$ cat src/rtl/seg7_scan_driver_pkg.sv
// Shared segment patterns and nibble encoder for the seven-segment scan driver.
// Segment order is bit0 = a ... bit6 = g, active-high.
package seg7_pkg;

   localparam logic [6:0] SEG_0     = 7'b0111111;
   localparam logic [6:0] SEG_1     = 7'b0000110;
   localparam logic [6:0] SEG_2     = 7'b1011011;
   localparam logic [6:0] SEG_3     = 7'b1001111;
   localparam logic [6:0] SEG_4     = 7'b1100110;
   localparam logic [6:0] SEG_5     = 7'b1101101;
   localparam logic [6:0] SEG_6     = 7'b1111101;
   localparam logic [6:0] SEG_7     = 7'b0000111;
   localparam logic [6:0] SEG_8     = 7'b1111111;
   localparam logic [6:0] SEG_9     = 7'b1101111;
   localparam logic [6:0] SEG_A     = 7'b1110111;
   localparam logic [6:0] SEG_B     = 7'b1111100;
   localparam logic [6:0] SEG_C     = 7'b0111001;
   localparam logic [6:0] SEG_D     = 7'b1011110;
   localparam logic [6:0] SEG_E     = 7'b1111001;
   localparam logic [6:0] SEG_F     = 7'b1110001;
   localparam logic [6:0] SEG_BLANK = 7'b0000000;

   // Nibble to segment pattern; in decimal mode 10..15 are dark.
   function automatic logic [6:0] seg7_encode(input logic [3:0] nibble, input logic hex_mode);
      logic [6:0] pat;
      pat = SEG_BLANK;
      case (nibble)
         4'h0:    pat = SEG_0;
         4'h1:    pat = SEG_1;
         4'h2:    pat = SEG_2;
         4'h3:    pat = SEG_3;
         4'h4:    pat = SEG_4;
         4'h5:    pat = SEG_5;
         4'h6:    pat = SEG_6;
         4'h7:    pat = SEG_7;
         4'h8:    pat = SEG_8;
         4'h9:    pat = SEG_9;
         4'hA:    pat = SEG_A;
         4'hB:    pat = SEG_B;
         4'hC:    pat = SEG_C;
         4'hD:    pat = SEG_D;
         4'hE:    pat = SEG_E;
         default: pat = SEG_F;
      endcase
      if (!hex_mode && (nibble > 4'd9)) begin
         pat = SEG_BLANK;
      end
      return pat;
   endfunction

endpackage

$ cat src/rtl/seg7_scan_driver_if.sv
// Value-load and display-pin bundle of the seven-segment scan driver.
interface seg7_scan_driver_if #(
   parameter int unsigned DIGITS = 4
);
   logic [4*DIGITS-1:0] value;
   logic                load;
   logic [DIGITS-1:0]   dp_in;
   logic                hex_mode;
   logic                en;
   logic [6:0]          seg;
   logic                dp;
   logic [DIGITS-1:0]   an;

   modport master (output value, load, dp_in, hex_mode, en, input seg, dp, an);
   modport slave  (input value, load, dp_in, hex_mode, en, output seg, dp, an);
endinterface

$ cat src/rtl/seg7_scan_driver_decode.sv
// Combinational nibble-to-segment decoder, shared by all digits of the scan.
module seg7_decode
   import seg7_pkg::*;
(
   input  logic [3:0] nibble,
   input  logic       hex_mode,
   output logic [6:0] seg_c
);

   // Pattern lookup for the currently selected nibble.
   always_comb begin
      seg_c = seg7_encode(nibble, hex_mode);
   end

endmodule

$ cat src/rtl/seg7_scan_driver.sv
// Time-multiplexed N-digit seven-segment driver with tear-free value loading.
// Optional build macro: SEG7_LEADING_ZERO_BLANK_EN blanks leading zero digits.
module seg7_scan_driver
   import seg7_pkg::*;
#(
   parameter int unsigned DIGITS      = 4,
   parameter int unsigned REFRESH_DIV = 50000
) (
   input  logic              clk,
   input  logic              rst,
   seg7_scan_driver_if.slave bus
);

   localparam int unsigned IDX_W = (DIGITS > 1) ? $clog2(DIGITS) : 1;
   localparam int unsigned CNT_W = (REFRESH_DIV > 1) ? $clog2(REFRESH_DIV) : 1;
   localparam logic [IDX_W-1:0] IDX_LAST = IDX_W'(DIGITS - 1);
   localparam logic [CNT_W-1:0] CNT_LAST = CNT_W'(REFRESH_DIV - 1);

   typedef logic [DIGITS-1:0][3:0] nibbles_t;

   logic [CNT_W-1:0]  cnt;
   logic [CNT_W-1:0]  cnt_next;
   logic [IDX_W-1:0]  idx;
   logic [IDX_W-1:0]  idx_next;
   logic              step;
   logic              wrap;

   nibbles_t          shadow_val;
   logic [DIGITS-1:0] shadow_dp;
   nibbles_t          disp_val;
   logic [DIGITS-1:0] disp_dp;
   nibbles_t          disp_val_next;
   logic [DIGITS-1:0] disp_dp_next;

   logic [3:0]        nibble_c;
   logic              dp_c;
   logic [DIGITS-1:0] an_c;
   logic [6:0]        seg_c;
   logic [DIGITS-1:0] lead_blank;

   // Refresh divider and digit index; a wrap is the step leaving the last digit.
   always_comb begin
      cnt_next = cnt + CNT_W'(1);
      idx_next = idx;
      step     = (cnt == CNT_LAST);
      wrap     = step && (idx == IDX_LAST);
      if (step) begin
         cnt_next = '0;
         idx_next = wrap ? '0 : idx + IDX_W'(1);
      end
   end

   // Display registers take the shadow at a wrap, or the live input if loaded on that edge.
   always_comb begin
      disp_val_next = disp_val;
      disp_dp_next  = disp_dp;
      if (wrap) begin
         if (bus.load) begin
            disp_val_next = bus.value;
            disp_dp_next  = bus.dp_in;
         end else begin
            disp_val_next = shadow_val;
            disp_dp_next  = shadow_dp;
         end
      end
   end

   // Select the digit that will be lit after this edge.
   always_comb begin
      an_c           = '0;
      an_c[idx_next] = 1'b1;
      nibble_c       = disp_val_next[idx_next];
      dp_c           = disp_dp_next[idx_next];
   end

`ifdef SEG7_LEADING_ZERO_BLANK_EN
   // Digit k > 0 is blank when it and every higher display nibble are zero.
   always_comb begin
      logic higher_zero;
      higher_zero = 1'b1;
      lead_blank  = '0;
      for (int k = DIGITS - 1; k >= 1; k--) begin
         if (disp_val_next[k] != 4'd0) begin
            higher_zero = 1'b0;
         end
         lead_blank[k] = higher_zero;
      end
   end
`else
   // Every digit is always decoded.
   always_comb begin
      lead_blank = '0;
   end
`endif

   seg7_decode u_decode (
      .nibble   (nibble_c),
      .hex_mode (bus.hex_mode),
      .seg_c    (seg_c)
   );

   // Scan state, shadow/display registers and registered pin outputs.
   always_ff @(posedge clk) begin
      if (rst) begin
         cnt        <= '0;
         idx        <= '0;
         shadow_val <= '0;
         shadow_dp  <= '0;
         disp_val   <= '0;
         disp_dp    <= '0;
         bus.an     <= '0;
         bus.seg    <= SEG_BLANK;
         bus.dp     <= 1'b0;
      end else begin
         cnt      <= cnt_next;
         idx      <= idx_next;
         disp_val <= disp_val_next;
         disp_dp  <= disp_dp_next;
         if (bus.load) begin
            shadow_val <= bus.value;
            shadow_dp  <= bus.dp_in;
         end
         if (bus.en) begin
            bus.an  <= an_c;
            bus.seg <= lead_blank[idx_next] ? SEG_BLANK : seg_c;
            bus.dp  <= dp_c;
         end else begin
            bus.an  <= '0;
            bus.seg <= SEG_BLANK;
            bus.dp  <= 1'b0;
         end
      end
   end

endmodule

$ cat src/flat_wrapper.sv
// flat-port wrapper written by rule: the top's interface ports become plain ports
module seg7_scan_driver_flat import seg7_pkg::*;
#(
   parameter int unsigned DIGITS      = 4,
   parameter int unsigned REFRESH_DIV = 50000
)
  (clk, rst, bus_value, bus_load, bus_dp_in, bus_hex_mode, bus_en, bus_seg, bus_dp, bus_an);
  seg7_scan_driver_if #(.DIGITS(DIGITS)) bus_i ();
  input  logic clk;
  input  logic rst;
  input wire logic [$bits(bus_i.value)-1:0] bus_value;
  input wire logic [$bits(bus_i.load)-1:0] bus_load;
  input wire logic [$bits(bus_i.dp_in)-1:0] bus_dp_in;
  input wire logic [$bits(bus_i.hex_mode)-1:0] bus_hex_mode;
  input wire logic [$bits(bus_i.en)-1:0] bus_en;
  output wire logic [$bits(bus_i.seg)-1:0] bus_seg;
  output wire logic [$bits(bus_i.dp)-1:0] bus_dp;
  output wire logic [$bits(bus_i.an)-1:0] bus_an;
  assign bus_i.value = bus_value;
  assign bus_i.load = bus_load;
  assign bus_i.dp_in = bus_dp_in;
  assign bus_i.hex_mode = bus_hex_mode;
  assign bus_i.en = bus_en;
  assign bus_seg = bus_i.seg;
  assign bus_dp = bus_i.dp;
  assign bus_an = bus_i.an;
  seg7_scan_driver #(.DIGITS(DIGITS), .REFRESH_DIV(REFRESH_DIV)) u_core (.clk(clk), .rst(rst), .bus(bus_i));
endmodule
$ cat config.mk
export PLATFORM = sky130hd
export DESIGN_NAME = seg7_scan_driver_flat
export DESIGN_NICKNAME = d
export VERILOG_FILES = /design/src/rtl/seg7_scan_driver_pkg.sv /design/src/rtl/seg7_scan_driver_if.sv /design/src/rtl/seg7_scan_driver_decode.sv /design/src/rtl/seg7_scan_driver.sv /design/src/flat_wrapper.sv
export SDC_FILE = /design/constraint.sdc
export NUM_CORES = 1
export LEC_CHECK = 0
export CAP_MARGIN = 10
export CORE_UTILIZATION = 49
export DETAILED_ROUTE_END_ITERATION = 12
export PLACE_DENSITY = 0.77
export SYNTH_ARGS = -nofsm -noshare
export SYNTH_HDL_FRONTEND = slang
export SYNTH_SLANG_ARGS = --single-unit
$ cat constraint.sdc
create_clock -name clk -period 4.7 [get_ports clk]
set_input_delay 0.47 -clock clk [delete_from_list [all_inputs] [get_ports clk]]
set_output_delay 0.47 -clock clk [all_outputs]
set_load 0.005 [all_outputs]
* Word-level counts from Yosys, hierarchy flattened
Memory sizes are Yosys's and may differ from the RTL's. A register that Yosys moved wholly into a read port is not among the register bits.
Index checks and enable logic that the tools add are counted.
** Word-level totals
- Latch bits :: 0
- Memories :: 1
- Logic and storage cells :: 44
- Bits in read-only memories :: 112
- Register bits :: 63
- Input port bits :: 25
- RAM bits :: 0
** Memory list
- (no name shown) :: words 16, width 7, rd ports 1, clocked after memory_dff 1, wr ports 0, line seg7_scan_driver_pkg.sv:27 : case (nibble)
** Cells by class
- Shift operators :: 0
- Reductions and logical operators :: 7
- Divide/modulo/power cells :: 0
- Equal/unequal tests :: 2
- Add/subtract/negate cells :: 2
- Muxes and demuxes :: 14
- Multipliers :: 0
- Bitwise logic cells :: 1
- $lt $le $gt $ge :: 3
** Operators with widths (count)
- $mux W16 :: 2
- $add A16 B1 Y16 const B :: 1
- $eq A16 B16 Y1 const B :: 1
- $mux W4 :: 3
- $bmux W4 S2 :: 1
- $bmux W1 S2 :: 2
- $gt A4 B4 Y1 const B :: 1
- $mux W2 :: 2
- $reduce_or A2 Y1 :: 2
- $reduce_or A4 Y1 :: 1
- $logic_and A1 B1 Y1 :: 3
- $lt A2 B3 Y1 const B :: 1
- $mux W1 :: 3
- $add A2 B1 Y2 const B :: 1
- $demux W1 S2 :: 1
- $eq A2 B2 Y1 const B :: 1
- $ge A2 B1 Y1 const B :: 1
- $logic_not A1 Y1 :: 1
- $not A1 Y1 :: 1

* Longest topological paths before layout
- Depth after elaboration :: 9
- Depth in mapped cells :: 16
- Depth with buffers taken out :: 13

* Cells and area by module
From an unflattened synthesis, not the netlist that was laid out.
** Second synthesis, totals
- Cell total of the unflattened synthesis :: 354
- Area total of the unflattened synthesis :: 3329.4 µm²
** Modules (own cells, without submodules)
- seg7_scan_driver :: times used 1, area an instance 3002.9 µm², cells each 312
- seg7_decode :: times used 1, area an instance 326.6 µm², cells each 42

* Worst setup path before layout
Ideal clock, no wire load.
- Path type :: reg-to-reg
- Start point :: register u_core.cnt[11]
- End point :: register u_core.bus.seg[1]
- Setup slack :: 900 ps
- Library setup time :: 138 ps
- Arrival time :: 3662 ps
- Clock period less this slack :: 3800 ps
- Cell stages (with the launch flop) :: 16
- Cell sequence :: dfxtp_1 or4b_4 nor4_4 buf_6 buf_4 buf_2 nand2_1 o21ai_1 nor2_1 nor4_1 inv_1 ha_1 nor2_1 nor2_2 o311ai_4 a311oi_1
** Between the ends
- Cells in the longest elaborated chain, start to end :: 9
** RTL lines
- start, declared :: line seg7_scan_driver.sv:21 : logic [CNT_W-1:0] cnt;
- start signal, assigned :: line seg7_scan_driver.sv:115 : cnt <= cnt_next;
- $eq A16 B16 Y1 (*) :: line seg7_scan_driver.sv:45 : step = (cnt == CNT_LAST);
- $logic_and A1 B1 Y1 :: line seg7_scan_driver.sv:46 : wrap = step && (idx == IDX_LAST);
- $mux W2 :: line seg7_scan_driver.sv:49 : idx_next = wrap ? '0 : idx + IDX_W'(1);
- $mux W2 :: line seg7_scan_driver.sv:47 : if (step) begin
- $bmux W4 S2 :: line seg7_scan_driver.sv:72 : nibble_c = disp_val_next[idx_next];
- $mux W4 (not written as such) :: line seg7_scan_driver.sv:72
- $gt A4 B4 Y1 :: line seg7_scan_driver_pkg.sv:45 : if (!hex_mode && (nibble > 4'd9)) begin
- $logic_and A1 B1 Y1 :: line seg7_scan_driver_pkg.sv:45
- $reduce_or A4 Y1 (no source line)
- end, declared :: line seg7_scan_driver_if.sv:15 : modport slave (input value, load, dp_in, hex_mode, en, output seg, dp, an);
Mark *: on every way between the ends. The rest lies on a longest branch, timed or not. The select of a mux whose other input is x is not followed.
A chain may end at the register's enable or synchronous reset.

* Worst setup path after layout
Ends and elaborated chain as after synthesis.

==> impl_metrics.py <==
metrics = {
    "final_layout": {
        "design_area_sq_mm": 0.003686,
        "multiInputGateArea_sq_mm": 0.001540,
        "final_common_cell": "nor2_1",
        "n_fill_cell": 490,
        "fin_util_pct": 61.89,
        "final_cell_mix": "nor2_1, dfxtp_1, clkdlybuf4s50_1",
        "drive_gt1_share_pct": 12.47,
        "regArea_sq_mm": 0.001401,
        "antennaDiodeCount": 0,
        "area_growth_pct": 21.09,
        "nets": 398,
    },
    "yosys": {
        "ys_ff_latch": 70,
        "async_flop_share_pct": 0,
        "ys_seq_area_share_pct": 46.03,
        "syn_area_sq_mm": 0.003044,
        "yosysTopAreaCell": "dfxtp_1",
        "ys_types": 45,
        "synth_top_area_share_pct": 46.03,
        "synth_area_leaders": "dfxtp_1, nor2_1, mux2i_1",
        "synth_edf_count": 0,
        "synthFlopType": "dfxtp_1",
        "synthCells": 324,
        "synth.net_count": 358,
        "ys.warnings.count": 0,
        "synth_area_per_cell_sq_um": 9.396,
    },
    "clock_tree": {
        "h-tree-depth": 3,
        "worst_skew_pair.late_latency_ns": 0.35,
        "ctsHoldBuffers": 0,
        "clkTransAtPathRegs_ns": 0.07,
        "tritoncts": "built",
        "cts_made_buffers": 9,
        "ctsResizeCount": 0,
        "clockRootBuffer": "clkbuf_8",
        "cts_setup_buffers": 0,
        "clk_path_buf_depth": 2,
        "cts.sink_count": 70,
    },
    "detailed_routing": {
        "vias": 2300,
        "drt-total-wl_um": 5757,
        "drt_iter0_drc": 104,
        "post-route-drc-count": 0,
        "ant_nets": 0,
        "avgRoutedWirePerCell_um": 12.97,
        "viasPerCell": 5.180,
        "detail_route.first_pass.iterations": 4,
    },
    "worst_setup_path": {
        "critPathCaptureType": "flip-flop",
        "cp.arrival_ns": 3.82,
        "cp-start-kind": "flip-flop",
        "critPathMaxFanout": 7,
        "crit_type": "flip-flop to flip-flop",
        "worstPathRequired_ns": 4.90,
    },
    "power": {
        "p_per_area_mw_per_mm2": 323.0,
        "seq_power_share_pct": 51.6,
        "comb_power_share_pct": 6.0,
        "pwr-share-clk_pct": 42.4,
        "p_sw_share_pct": 21.14,
        "intPower_uw": 939.0,
        "ir_drop_uv": 186.4,
        "p_leak_uw": 0.001456,
        "power_switching_uw": 251.7,
        "finalPower_uw": 1191,
    },
    "run": {
        "maxCapViolCount": 0,
    },
    "global_route": {
        "first_global_vias": 2083,
        "grt_max_degree": 23,
        "track_usage_pct": 19.14,
        "gr-total-overflow": 0,
        "grt_first_pass_wirelength_um": 9377,
        "antenna_found_initial": 0,
    },
    "sta": {
        "fin_crit_ns": 3.623,
        "max_slew_margin_pct": 49.27,
        "hold_viol": 0,
        "hold-worst-slack_ns": 0.4624,
        "skew_ns": 0.01223,
        "fin_tns_setup_ns": 0,
        "finalCritPeriodShare_pct": 77.09,
        "setup_violations": 0,
        "worstMarginPinSlew_ns": 0.7610,
        "fmax_mhz": 276.0,
        "rsz0062_at_grt": "no",
        "drv_slew": 0,
    },
    "floorplanning": {
        "fp.dieArea_sq_mm": 0.006532,
        "num_io_pins": 37,
        "start_util_pct": 51.11,
        "die_w_um": 80.82,
        "rows": 28,
        "die_h_um": 80.82,
        "coreArea_sq_mm": 0.005956,
    },
    "status": {
        "status": "completed",
    },
    "place": {
        "dp_hpwl_um": 4123,
        "portBuffers": 36,
        "dpl-instance-area_sq_mm": 0.003475,
        "gp_congestion": 0.7535,
    },
    "min_path": {
        "hp-class": "flip-flop to flip-flop",
    },
}
[cell families after synthesis]
family / count (synthesis) / synth area share [%]
buffers and inverters: 22 / 3.370
flip-flops: 70 / 46.03
AO/OA/AOI/OAI: 39 / 9.823
adder cells (fa/ha/maj): 9 / 3.699
AND/OR/NAND/NOR: 138 / 22.03
multiplexers: 34 / 11.59
XOR/XNOR: 12 / 3.453
[final cells by class]
class	instances	share of cell area (%)
Clock inverter	2	1.052
Timing Repair Buffer	42	11.00
Tap cell	75	2.546
Inverter	9	0.9165
Clock buffer	14	4.684
Multi-Input combinational cell	232	41.79
Sequential cell	70	38.02
[sequential cells by signal, summed over array words and instances (netlist names), 2 cells and up]
register	flops
u_core.bus.an	4
u_core.bus.seg	7
u_core.shadow_val	16
u_core.disp_val	16
u_core.idx	2
u_core.shadow_dp	4
u_core.disp_dp	4
u_core.cnt	16
[metrics by stage]
stage	instances	worst slack, ns
4_1_cts	444	1.063
3_3_place_gp	428	1.040
6_report	444	1.077
3_5_place_dp	428	0.9929
2_1_floorplan	324	0.8999
5_1_grt	444	0.8468
[routing by layer]
layer  up-vias  track usage (%)  part of all wire [%]
met4         0            10.71                   2.1
li1       1173                -                     -
met3        12            4.045                   4.8
met5         -                0                     0
met2        44            30.08                    46
met1      1071            24.30                    47
[worst paths after layout]
kind	startpoint	end	slack, ns	depth (start not counted)
worst max-delay path	u_core.cnt[11]	u_core.bus.seg[1]	1.08	13
worst min-delay path	u_core.cnt[0]	u_core.cnt[0]	0.46	1
worst max register to register	u_core.cnt[11]	u_core.bus.seg[1]	1.08	13
worst min register to register	u_core.cnt[0]	u_core.cnt[0]	0.46	1
[cell usage after synthesis, types with 3 or more instances]
cell type and instances:
a211oi_1 3, a21oi_1 4, and2_1 8, and3_1 3, buf_4 3, clkbuf_1 7
dfxtp_1 70, ha_1 9, inv_1 9, mux2_2 10, mux2i_1 24, nand2_1 21
nand2b_1 5, nand3_1 8, nor2_1 73, nor3_1 4, o21ai_0 13, o21ai_1 3
o22ai_1 4, or3_1 3, xnor2_1 3, xor2_1 9
[worst max-delay path, cell delays in order (launching register included)]
cell,delay (ns)
dfxtp_1,0.36
or4b_4,0.60
nor4_4,0.48
nor3b_1,0.11
a21oi_2,0.33
nor2_1,0.10
nor4_1,0.27
buf_4,0.19
inv_1,0.07
ha_1,0.23
nor2_1,0.12
nor2_2,0.06
o311ai_4,0.46
a311oi_1,0.10
[power groups by stage]
stage          registers [uW]  logic [uW]  clock network [uW]
6_report                  614        71.6                 505
3_5_place_dp              628        71.6                   0
2_1_floorplan             627        36.2                   0
5_1_grt                   615        78.0                 542
3_3_place_gp              627        70.0                   0
4_1_cts                   614        72.3                 513
(Power assumes the default switching activity.)
